File: config.mk
export PLATFORM = sky130hd
export DESIGN_NAME = risc16_ctrl_fsm
export DESIGN_NICKNAME = d
export VERILOG_FILES = /design/src/rtl/risc16_ctrl_fsm.sv
export SDC_FILE = /design/constraint.sdc
export NUM_CORES = 1
export LEC_CHECK = 0
export BUFFER_PORTS_ARGS = -buffer_cell sky130_fd_sc_hd__buf_2
export CAP_MARGIN = 25
export CORE_ASPECT_RATIO = 1.1
export CORE_MARGIN = 2
export CORE_UTILIZATION = 50
export DETAILED_ROUTE_END_ITERATION = 7
export PLACE_DENSITY_LB_ADDON = 0.15
export SLEW_MARGIN = 40
export SYNTH_ARGS = -nofsm -noshare
export SYNTH_HDL_FRONTEND = slang
export SYNTH_SLANG_ARGS = --single-unit
File: constraint.sdc
create_clock -name clk -period 2 [get_ports clk]
set_input_delay 0.1 -clock clk [delete_from_list [all_inputs] [get_ports clk]]
set_output_delay 0.1 -clock clk [all_outputs]
set_load 0.01 [all_outputs]
File: src/rtl/risc16_ctrl_fsm.sv
// -----------------------------------------------------------------------------
// risc16_ctrl_fsm
//   Multi-cycle control unit for the 16-bit RiSC-16 core. Sequences each
//   instruction through FETCH, DECODE, EXEC, optional MEM, and WB, and drives
//   the ALU strobes, operand muxes, register-file write, PC update and the
//   instruction/data memory handshakes. A JALR with a non-zero imm7 halts the
//   core until reset.
//
// Ports
//   clk, rst_n     core clock, asynchronous active-low reset
//   instr          instruction word from imem (valid with imem_valid)
//   imem_req/valid instruction fetch handshake
//   dmem_req/we    data access request (we: 1 = store, 0 = load)
//   dmem_ready     data access complete
//   eq_out         ALU equality result, used for BEQ resolution
//   ADD/NAND/PASS1/EQ  ALU operation strobes
//   ir_we          load the instruction register from instr
//   src1_sel       0 = rf port1, 1 = PC, 2 = imm10<<6
//   src2_sel       0 = rf port2, 1 = sign-extended imm7
//   rf_we          write regA
//   rf_wd_sel      0 = alu_out, 1 = dmem rdata, 2 = PC+1
//   pc_we, pc_sel  PC update; sel 0 = PC+1, 1 = PC+1+simm7, 2 = alu_out
//   halted         core halted
// -----------------------------------------------------------------------------
module risc16_ctrl_fsm (
    input  logic        clk,
    input  logic        rst_n,
    input  logic [15:0] instr,
    output logic        imem_req,
    input  logic        imem_valid,
    output logic        dmem_req,
    output logic        dmem_we,
    input  logic        dmem_ready,
    input  logic        eq_out,
    output logic        ADD,
    output logic        NAND,
    output logic        PASS1,
    output logic        EQ,
    output logic        ir_we,
    output logic [1:0]  src1_sel,
    output logic        src2_sel,
    output logic        rf_we,
    output logic [1:0]  rf_wd_sel,
    output logic        pc_we,
    output logic [1:0]  pc_sel,
    output logic        halted
);

    typedef enum logic [2:0] {
        S_IDLE,
        S_FETCH,
        S_DECODE,
        S_EXEC,
        S_MEM,
        S_WB,
        S_HALT
    } state_t;

    typedef enum logic [2:0] {
        OP_ADD  = 3'b000,
        OP_ADDI = 3'b001,
        OP_NAND = 3'b010,
        OP_LUI  = 3'b011,
        OP_SW   = 3'b100,
        OP_LW   = 3'b101,
        OP_BEQ  = 3'b110,
        OP_JALR = 3'b111
    } opcode_t;

    state_t      state_q, state_d;
    logic [15:0] ir_q, ir_d;
    logic        taken_q, taken_d;

    // Registered outputs; *_d is the value for the state being entered.
    logic        imem_req_q, imem_req_d;
    logic        dmem_req_q, dmem_req_d;
    logic        dmem_we_q, dmem_we_d;
    logic        add_q, add_d;
    logic        nand_q, nand_d;
    logic        pass1_q, pass1_d;
    logic        eq_q, eq_d;
    logic [1:0]  src1_sel_q, src1_sel_d;
    logic        src2_sel_q, src2_sel_d;
    logic        rf_we_q, rf_we_d;
    logic [1:0]  rf_wd_sel_q, rf_wd_sel_d;
    logic        pc_we_q, pc_we_d;
    logic [1:0]  pc_sel_q, pc_sel_d;
    logic        halted_q, halted_d;

    // Instruction fields
    opcode_t     op;
    logic [2:0]  rega;
    logic [6:0]  imm7;
    logic        unused_regb;

    assign op          = opcode_t'(ir_q[15:13]);
    assign rega        = ir_q[12:10];
    assign imm7        = ir_q[6:0];
    // regB is steered by the datapath directly; the controller never needs it.
    assign unused_regb = ^ir_q[9:7];

    // Per-opcode decode
    logic        dec_add, dec_nand, dec_pass1, dec_eq;
    logic [1:0]  dec_src1;
    logic        dec_src2;
    logic        dec_writes_rf;
    logic [1:0]  dec_wd_sel;
    logic        is_mem, is_sw, is_beq, is_jalr;

    always_comb begin
        dec_add       = 1'b0;
        dec_nand      = 1'b0;
        dec_pass1     = 1'b0;
        dec_eq        = 1'b0;
        dec_src1      = 2'd0;
        dec_src2      = 1'b0;
        dec_writes_rf = 1'b0;
        dec_wd_sel    = 2'd0;
        unique case (op)
            OP_ADD: begin
                dec_add       = 1'b1;
                dec_writes_rf = 1'b1;
            end
            OP_ADDI: begin
                dec_add       = 1'b1;
                dec_src2      = 1'b1;
                dec_writes_rf = 1'b1;
            end
            OP_NAND: begin
                dec_nand      = 1'b1;
                dec_writes_rf = 1'b1;
            end
            OP_LUI: begin
                dec_pass1     = 1'b1;
                dec_src1      = 2'd2;
                dec_writes_rf = 1'b1;
            end
            OP_SW: begin
                dec_add  = 1'b1;
                dec_src2 = 1'b1;
            end
            OP_LW: begin
                dec_add       = 1'b1;
                dec_src2      = 1'b1;
                dec_writes_rf = 1'b1;
                dec_wd_sel    = 2'd1;
            end
            OP_BEQ: begin
                dec_eq = 1'b1;
            end
            OP_JALR: begin
                dec_pass1     = 1'b1;
                dec_writes_rf = 1'b1;
                dec_wd_sel    = 2'd2;
            end
            default: ;
        endcase
    end

    assign is_sw   = (op == OP_SW);
    assign is_mem  = (op == OP_SW) || (op == OP_LW);
    assign is_beq  = (op == OP_BEQ);
    assign is_jalr = (op == OP_JALR);

    // Next state plus the output values belonging to that next state, so that
    // every output except ir_we comes straight from a flop.
    always_comb begin
        state_d     = state_q;
        ir_d        = ir_q;
        taken_d     = taken_q;
        imem_req_d  = 1'b0;
        dmem_req_d  = 1'b0;
        dmem_we_d   = 1'b0;
        add_d       = 1'b0;
        nand_d      = 1'b0;
        pass1_d     = 1'b0;
        eq_d        = 1'b0;
        src1_sel_d  = 2'd0;
        src2_sel_d  = 1'b0;
        rf_we_d     = 1'b0;
        rf_wd_sel_d = 2'd0;
        pc_we_d     = 1'b0;
        pc_sel_d    = 2'd0;
        halted_d    = 1'b0;

        unique case (state_q)
            S_IDLE:   state_d = S_FETCH;
            S_FETCH: begin
                if (imem_valid) begin
                    state_d = S_DECODE;
                    ir_d    = instr;
                end
            end
            S_DECODE: state_d = S_EXEC;
            S_EXEC: begin
                taken_d = is_beq & eq_out;
                if (is_mem) begin
                    state_d = S_MEM;
                end else if (is_jalr && (imm7 != '0)) begin
                    state_d = S_HALT;
                end else begin
                    state_d = S_WB;
                end
            end
            S_MEM: begin
                if (dmem_ready) begin
                    state_d = S_WB;
                end
            end
            S_WB:     state_d = S_FETCH;
            S_HALT:   state_d = S_HALT;
            default:  state_d = S_IDLE;
        endcase

        case (state_d)
            S_FETCH: imem_req_d = 1'b1;
            S_EXEC, S_MEM, S_WB: begin
                add_d      = dec_add;
                nand_d     = dec_nand;
                pass1_d    = dec_pass1;
                eq_d       = dec_eq;
                src1_sel_d = dec_src1;
                src2_sel_d = dec_src2;
                if (state_d == S_MEM) begin
                    dmem_req_d = 1'b1;
                    dmem_we_d  = is_sw;
                end
                if (state_d == S_WB) begin
                    pc_we_d     = 1'b1;
                    rf_we_d     = dec_writes_rf && (rega != '0);
                    rf_wd_sel_d = dec_wd_sel;
                    if (is_jalr) begin
                        pc_sel_d = 2'd2;
                    end else if (is_beq && taken_d) begin
                        pc_sel_d = 2'd1;
                    end
                end
            end
            S_HALT:  halted_d = 1'b1;
            default: ;
        endcase
    end

    always_ff @(posedge clk or negedge rst_n) begin
        if (!rst_n) begin
            state_q     <= S_IDLE;
            ir_q        <= '0;
            taken_q     <= 1'b0;
            imem_req_q  <= 1'b0;
            dmem_req_q  <= 1'b0;
            dmem_we_q   <= 1'b0;
            add_q       <= 1'b0;
            nand_q      <= 1'b0;
            pass1_q     <= 1'b0;
            eq_q        <= 1'b0;
            src1_sel_q  <= 2'd0;
            src2_sel_q  <= 1'b0;
            rf_we_q     <= 1'b0;
            rf_wd_sel_q <= 2'd0;
            pc_we_q     <= 1'b0;
            pc_sel_q    <= 2'd0;
            halted_q    <= 1'b0;
        end else begin
            state_q     <= state_d;
            ir_q        <= ir_d;
            taken_q     <= taken_d;
            imem_req_q  <= imem_req_d;
            dmem_req_q  <= dmem_req_d;
            dmem_we_q   <= dmem_we_d;
            add_q       <= add_d;
            nand_q      <= nand_d;
            pass1_q     <= pass1_d;
            eq_q        <= eq_d;
            src1_sel_q  <= src1_sel_d;
            src2_sel_q  <= src2_sel_d;
            rf_we_q     <= rf_we_d;
            rf_wd_sel_q <= rf_wd_sel_d;
            pc_we_q     <= pc_we_d;
            pc_sel_q    <= pc_sel_d;
            halted_q    <= halted_d;
        end
    end

    assign imem_req  = imem_req_q;
    // ir_we must coincide with the imem_valid cycle, so it cannot be a flop.
    assign ir_we     = imem_req_q & imem_valid;
    assign dmem_req  = dmem_req_q;
    assign dmem_we   = dmem_we_q;
    assign ADD       = add_q;
    assign NAND      = nand_q;
    assign PASS1     = pass1_q;
    assign EQ        = eq_q;
    assign src1_sel  = src1_sel_q;
    assign src2_sel  = src2_sel_q;
    assign rf_we     = rf_we_q;
    assign rf_wd_sel = rf_wd_sel_q;
    assign pc_we     = pc_we_q;
    assign pc_sel    = pc_sel_q;
    assign halted    = halted_q;

endmodule

# Word-level counts from Yosys, hierarchy flattened
# Cells that the tools add are included.
# W data, S select, Z words.
dict set report word_totals {
  inputBits 21
  out_inout_bits 18
  wordCells 88
  regBits 37
}
dict set report op_classes {
  muxes 36
  n_eq_ne 18
  n_reduce_logical 15
  n_bitwise 2
}
# cell n
set ops {}
lappend ops {{$eq A3 B3 Y1 const B} 10}
lappend ops {{$mux W1} 23}
lappend ops {{$mux W2} 9}
lappend ops {{$pmux W3 S6} 1}
lappend ops {{$eq A3 B2 Y1 const B} 5}
lappend ops {{$eq A3 B1 Y1 const B} 3}
lappend ops {{$reduce_bool A7 Y1} 1}
lappend ops {{$logic_not A3 Y1} 2}
lappend ops {{$mux W3} 2}
lappend ops {{$reduce_or A3 Y1} 2}
lappend ops {{$reduce_or A6 Y1} 1}
lappend ops {{$pmux W2 S2} 1}
lappend ops {{$reduce_or A2 Y1} 2}
lappend ops {{$reduce_or A4 Y1} 1}
lappend ops {{$logic_and A1 B1 Y1} 3}
lappend ops {{$reduce_bool A3 Y1} 1}
lappend ops {{$and A1 B1 Y1} 2}
lappend ops {{$reduce_and A2 Y1} 1}
lappend ops {{$logic_or A1 B1 Y1} 1}

# Logic depth before layout (Yosys ltp)
# Gate-level depths: netlist of run 1.
dict set report logic_depth {
  depth_word 8
  ltp_mapped 5
  depth_no_buf 4
}

# Least setup slack after synthesis of run 1
# Ideal clock, no wire load.
dict set report synth_timing {
  path_type {reg-to-reg}
  from {reg state_q[2]}
  to {reg ir_q[10]}
  path_stages_with_launch 6
  setup_ns 0.125
  required_time_ns 1.875
  setup_slack_ns 0.587
  synth_period_minus_slack_ns 1.413
  t_arrival_ns 1.288
  n_path_buf 2
  path_cell_list {dfrtp_1 and3b_1 and2_4 buf_6 buf_12 mux2_4}
}
dict set report synth_between {
  elab_chain_len 2
}
# item line
set synth_lines {}
lappend synth_lines {{start: declaration} 70} ;# state_t state_q, state_d;
lappend synth_lines {{start signal: assignment} 264} ;# state_q <= state_d;
lappend synth_lines {{$eq A3 B1 Y1} 186} ;# unique case (state_q)
lappend synth_lines {{$reduce_and A2 Y1 (no line)} --}
lappend synth_lines {{end signal: assignment} 265} ;# ir_q <= ir_d;
lappend synth_lines {{end: declaration} 71} ;# logic [15:0] ir_q, ir_d;
# Every way passes these cells.
# A chain may end at the register's enable or synchronous reset.

# Final worst setup path of run 1
dict set report layout_timing {
  from {reg state_q[2]}
  to {reg ir_q[1]}
}
# Same word-level chain as after synthesis.

==> results.ini, run 1 <==
[critical_path]
crit_slowest_cell = dfrtp_1
arrival_ns = 1.71
end_kind = flip-flop
path_class = reg -> reg
critPathTopFamily = simple AND/OR/NAND/NOR gates
path_buf_inv = 0
path_max_fanout = 14
cp.required_ns = 2.22
critPathMaxStageDelay_ns = 0.44
crit_chain = and3b_1 -> and2_4 -> mux2_2
startpoint_type = flip-flop

[finish]
fin_nets = 174
final_cell_area_um2 = 1730
antenna_cells = 0
fill_cells = 200
drive_gt1_frac = 0.383
syn_to_final_growth_pct = 29.1

[placed_design]
dpl-instance-area_um2 = 1510
io_buffers = 34
dp_hpwl_mm = 1.68
dp_slack_ns = 0.526
gp_congestion = 0.755

[timing]
min_period_ns = 1.48
fin_skew_ns = 0.00479
clock.fmax_ghz = 0.675
report.final.hold_viol_count = 0
slew_headroom = 0.536
fin_hold_ws_ns = 0.0586
tightest_slew_ns = 0.696
fin_ws_ns = 0.518
finalCritPeriodShare = 0.741
finalSetupViolCount = 0
finalSetupTns_ns = 0
slew_violations = 0
rsz0062_at_grt = false

[clock_tree]
cts_sinks = 33
ctsLongestPathBuffers = 2
clk_latency_ns = 0.33
ctsResizeCount = 0
h-tree-depth = 2
cts-root-buf = clkbuf_4
cts_buffers = 5
tritoncts = built
clk_pin_slew_worst_paths_ns = 0.10

[routing]
routedWlPerCell_um = 13.1
post-route-drc-count = 0
drt_wl_total_mm = 2.42
drtIter0Drc = 8
first_pass_iters = 4
viasPerCell = 5.04
vias = 933
antenna_left = 0

[synth]
synth_cells = 102
synth_ff_type = dfrtp_1
ys_warn_count = 0
synth_xor_area_frac = 0
postSynthAreaPerCell_um2 = 13.2
syn-num-nets = 123
synth_commonest_cells = 33 x dfrtp_1, 9 x mux2_4, 8 x nand2_1
async_flop_share = 1.00
yosys.area_share.simple = 0.142
ys_types = 30
synth_top_family_by_area = simple AND/OR/NAND/NOR gates
synth_top_area_frac = 0.615
synth_edf_count = 0
synth_compound_area_frac = 0.0596
synth_area_leader_cell = dfrtp_1
ys_ff_latch = 33
synthAdderAreaFrac = 0
muxShareOfSynthArea = 0.142
netlist_area_um2 = 1340
synth_area_leaders = dfrtp_1 61%, mux2_4 10%, mux2_2 4.2%
yosysMostFrequentCell = dfrtp_1
ys_seq_area_frac = 0.615

[floorplan]
die_x_um = 53.4
coreArea_um2 = 2520
dieArea_um2 = 3120
start_util = 0.533
ioPinCount = 39
rows = 19
fp.dieH_um = 58.4

[run]
drv_cap = 0

[pwr]
leakagePower_nw = 0.879
peakVddDrop_mv = 1.01
power_per_cell_area_nw_per_um2 = 1370

[global_routing]
grt_pass1_vias = 943
antenna_found_initial = 0
grt-ovfl-total = 0
track_usage = 0.190
grt_pass1_wl_mm = 4.12
grt_max_degree = 34

[hold_path]
hold_path_class = in -> reg

[outcome]
outcome = finished, final reports clean

-- sequential cells by signal, summed over array words and instances, names as in the netlist, 2 cells and up --
signal and count:
pc_sel 2, state_q 3, ir_q 13, rf_wd_sel 2
-- final cells by class --
| cell class | count | area, µm² | share of cell area |
|---|---|---|---|
| tap | 31 | 38.8 | 0.0224 |
| clock inverter | 1 | 30.0 | 0.0173 |
| inverter | 2 | 7.51 | 0.00433 |
| multi-input combinational | 63 | 467 | 0.269 |
| timing repair buffer | 48 | 310 | 0.179 |
| clock buffer | 7 | 55.1 | 0.0317 |
| sequential | 33 | 826 | 0.476 |
-- layout by cell type (no fill, tap or decap), types with 2 or more instances in the layout --
cell / count
clkbuf_4: 5
nand2b_1: 2
mux2_4: 9
mux2_2: 5
o21ai_0: 6
nor2b_1: 4
nor2_1: 6
dfrtp_1: 33
inv_1: 2
nor3_1: 5
nor3b_1: 2
buf_2: 34
dlygate4sd3_1: 14
and3_1: 2
nand2_1: 8
-- worst paths after layout --
check	slack, ns	depth (start not counted)	from	end
setup / recovery	0.52	3	state_q[2]$_DFF_PN0_	ir_q[1]$_DFFE_PN0P_
hold reg to reg	0.50	2	taken_q$_DFF_PN0_	taken_q$_DFF_PN0_
min in group asynchronous	0.33	2	rst_n	taken_q$_DFF_PN0_
hold / removal	0.06	3	eq_out	taken_q$_DFF_PN0_
max in group asynchronous	1.22	2	rst_n	ir_q[0]$_DFFE_PN0P_
setup reg to reg	0.52	3	state_q[2]$_DFF_PN0_	ir_q[1]$_DFFE_PN0P_
-- power breakdown --
part | switching, mW | total [mW] | internal, mW
Clock | 0.218 | 0.516 | 0.298
Combinational | 0.347 | 0.770 | 0.423
Sequential | 0.181 | 1.09 | 0.909
-- routing by layer --
metal  up-vias  global-route usage  part of all wire
met5         -                   0                 0
met4         0              0.0769             0.020
met3         8              0.0761             0.059
met2        30               0.321              0.52
met1       444               0.210              0.40
li1        451                   -                 -
-- kinds of logic (layout without fill, tap and decap cells) --
kind of cell,Yosys count,after routing
AND/OR/NAND/NOR,36,36
flip-flops,33,33
multiplexers,14,14
AO/OA/AOI/OAI,12,12
buffers and inverters,6,58
other,1,1
-- worst register-to-register path, stage by stage (launching register included) --
cell     delay (ns)
dfrtp_1        0.44
and3b_1        0.27
and2_4         0.30
mux2_2         0.37
-- repair_timing --
action | 4_1_cts | 5_1_grt
endpoints found under the hold margin | 46 | 0
setup buffers | 0 | 0
hold buffers | 14 | 0
setup endpoints to repair | 0 | 0
-- stage by stage --
stage	power, mW	utilization	cells
floorplan	1.68	-	102
finish	2.38	0.688	185
global placement	1.82	0.599	163
global route	2.55	0.688	185
detailed placement	1.87	0.599	163
CTS	2.41	0.688	185
Power figures use the tool's default switching activity.
==> run 2: changes to the inputs <==
--- a/config.mk
+++ b/config.mk
@@ -9,7 +9,7 @@
 export CAP_MARGIN = 25
 export CORE_ASPECT_RATIO = 1.1
 export CORE_MARGIN = 2
-export CORE_UTILIZATION = 50
+export CORE_UTILIZATION = 45
 export DETAILED_ROUTE_END_ITERATION = 7
 export PLACE_DENSITY_LB_ADDON = 0.15
 export SLEW_MARGIN = 40
==> constraint.sdc (replaced) <==
create_clock -name clk -period 1.3 [get_ports clk]
set_input_delay 0.065 -clock clk [delete_from_list [all_inputs] [get_ports clk]]
set_output_delay 0.065 -clock clk [all_outputs]
set_load 0.01 [all_outputs]
==> run 2 against run 1 <==
The flow now finishes with violations (negative setup slack). Sequential share of layout area down 6.1 points. Combinational power rose to 2.5 times the previous value. Fmax up 8.1%. Non-clock buffer count up 24. Hold slack worse by 0.044 ns. Critical path depth unchanged. Highest routed layer unchanged.
==> results.ini, run 2 (synthesized netlist as in run 1, its figures left out) <==
[timing]
finalCritPeriodShare = 1.06
min_period_ns = 1.37
finalSetupTns_ns = -0.905
finalSetupViolCount = 21
slew_violations = 0
clock.fmax_ghz = 0.729
fin_ws_ns = -0.0716
rsz0062_at_grt = true
report.final.hold_viol_count = 0
fin_skew_ns = 0.0104

[finish]
drive_gt1_frac = 0.508
fill_cells = 211
final_cell_area_um2 = 1990
syn_to_final_growth_pct = 47.9
regMostFlops = ir_q
antenna_cells = 0
layout_commonest_cell = buf_2
mostFrequentLayoutCells = 34 x buf_2, 33 x dfrtp_1, 22 x buf_4, 14 x dlygate4sd3_1, 13 x mux2_4
fin_nets = 199
largest_reg_flops = 13
stdcell_count = 212
largestRegisters = ir_q: 13 flops, state_q: 3 flops

[routing]
vias = 1024
viasPerCell = 4.83
drtIter0Drc = 16
post-route-drc-count = 0
antenna_left = 0
first_pass_iters = 4
routedWlPerCell_um = 14.0
drt_wl_total_mm = 2.98

[clock_tree]
ctsLongestPathBuffers = 2
h-tree-depth = 2
clk_latency_ns = 0.33
cts_buffers = 5
clk_pin_slew_worst_paths_ns = 0.09
cts_sinks = 33
tritoncts = built
cts-root-buf = clkbuf_4

[critical_path]
end_kind = flip-flop
arrival_ns = 1.59
path_max_fanout = 7
startpoint_type = flip-flop
path_class = reg -> reg
cp.required_ns = 1.52

[placed_design]
gp_congestion = 0.707
dp_slack_ns = -0.140
dp_cells = 184
io_buffers = 34
dpl-instance-area_um2 = 1670
dp_hpwl_mm = 1.95

[run]
drv_cap = 0

[global_routing]
grt-ovfl-total = 0
antenna_found_initial = 0
grt_pass1_vias = 1026
grt_max_degree = 19
grt_pass1_wl_mm = 4.83
track_usage = 0.193

[floorplan]
die_x_um = 56.1
coreArea_um2 = 2800
dieArea_um2 = 3440
fp.dieH_um = 61.3
rows = 20
ioPinCount = 39
start_util = 0.479

[outcome]
outcome = finished, violations left
violations = negative setup slack

[pwr]
finalPower_mw = 4.13
peakVddDrop_mv = 1.34
leakagePower_nw = 1.01
power_per_cell_area_nw_per_um2 = 2080

[hold_path]
hold_path_class = in -> reg

[run 2: cell count changes in the layout (fill, tap and decap cells not counted), sizes merged]
cell,change
buf,+24
and2,+1
clkbuf,+1
bufinv,-1
[run 2: stage by stage]
step	hold slack, ns	utilization
6_report	0.0145	0.709
5_1_grt	0.0151	0.709
4_1_cts	0.0128	0.696
3_5_place_dp	0.00669	0.595
3_3_place_gp	0.00202	0.595
2_1_floorplan	-0.231	-
[run 2: final timing paths]
path	start	slack [ns]	cells after the start	to
max	state_q[2]$_DFF_PN0_	-0.07	3	ir_q[12]$_DFFE_PN0P_
min	eq_out	0.01	3	taken_q$_DFF_PN0_
max reg2reg	state_q[2]$_DFF_PN0_	-0.07	3	ir_q[12]$_DFFE_PN0P_
min reg2reg	taken_q$_DFF_PN0_	0.51	2	taken_q$_DFF_PN0_
max in group asynchronous	rst_n	0.69	3	pc_we$_DFF_PN0_
min in group asynchronous	rst_n	0.19	2	ir_q[6]$_DFFE_PN0P_
[run 2: metal layers]
layer,global-route usage,wire (µm),vias up
met5,0,0,-
met4,0.0714,41,0
met3,0.0630,131,5
met2,0.365,1650,25
met1,0.207,1160,492
li1,-,-,502
[run 2: power breakdown]
group | internal [mW] | switching [mW] | total [mW]
combinational | 1.14 | 0.807 | 1.95
clock | 0.215 | 0.310 | 0.525
sequential | 1.40 | 0.255 | 1.66
total | 2.76 | 1.37 | 4.13
[run 2: critical path, cell delays in order (launching register included)]
cell and delay, ns:
dfrtp_1 0.42, and3b_2 0.29, and2_4 0.24, mux2_4 0.32
[run 2: final cells by class]
type / instances / area, µm² / area share
Clock buffer: 8 / 48.8 / 0.0246
Inverter: 2 / 7.51 / 0.00378
Multi-Input combinational cell: 64 / 557 / 0.280
Sequential cell: 33 / 826 / 0.416
Tap cell: 33 / 41.3 / 0.0208
Timing Repair Buffer: 72 / 507 / 0.255
[run 2: what timing repair did]
action | in CTS | in global routing
endpoints found under the setup margin | 21 | 24
resized for setup | 13 | 9
hold buffers | 14 | 0
endpoints found under the hold margin | 46 | 0
setup buffers | 5 | 0
pin swaps | 4 | 7
gates cloned | 1 | 0
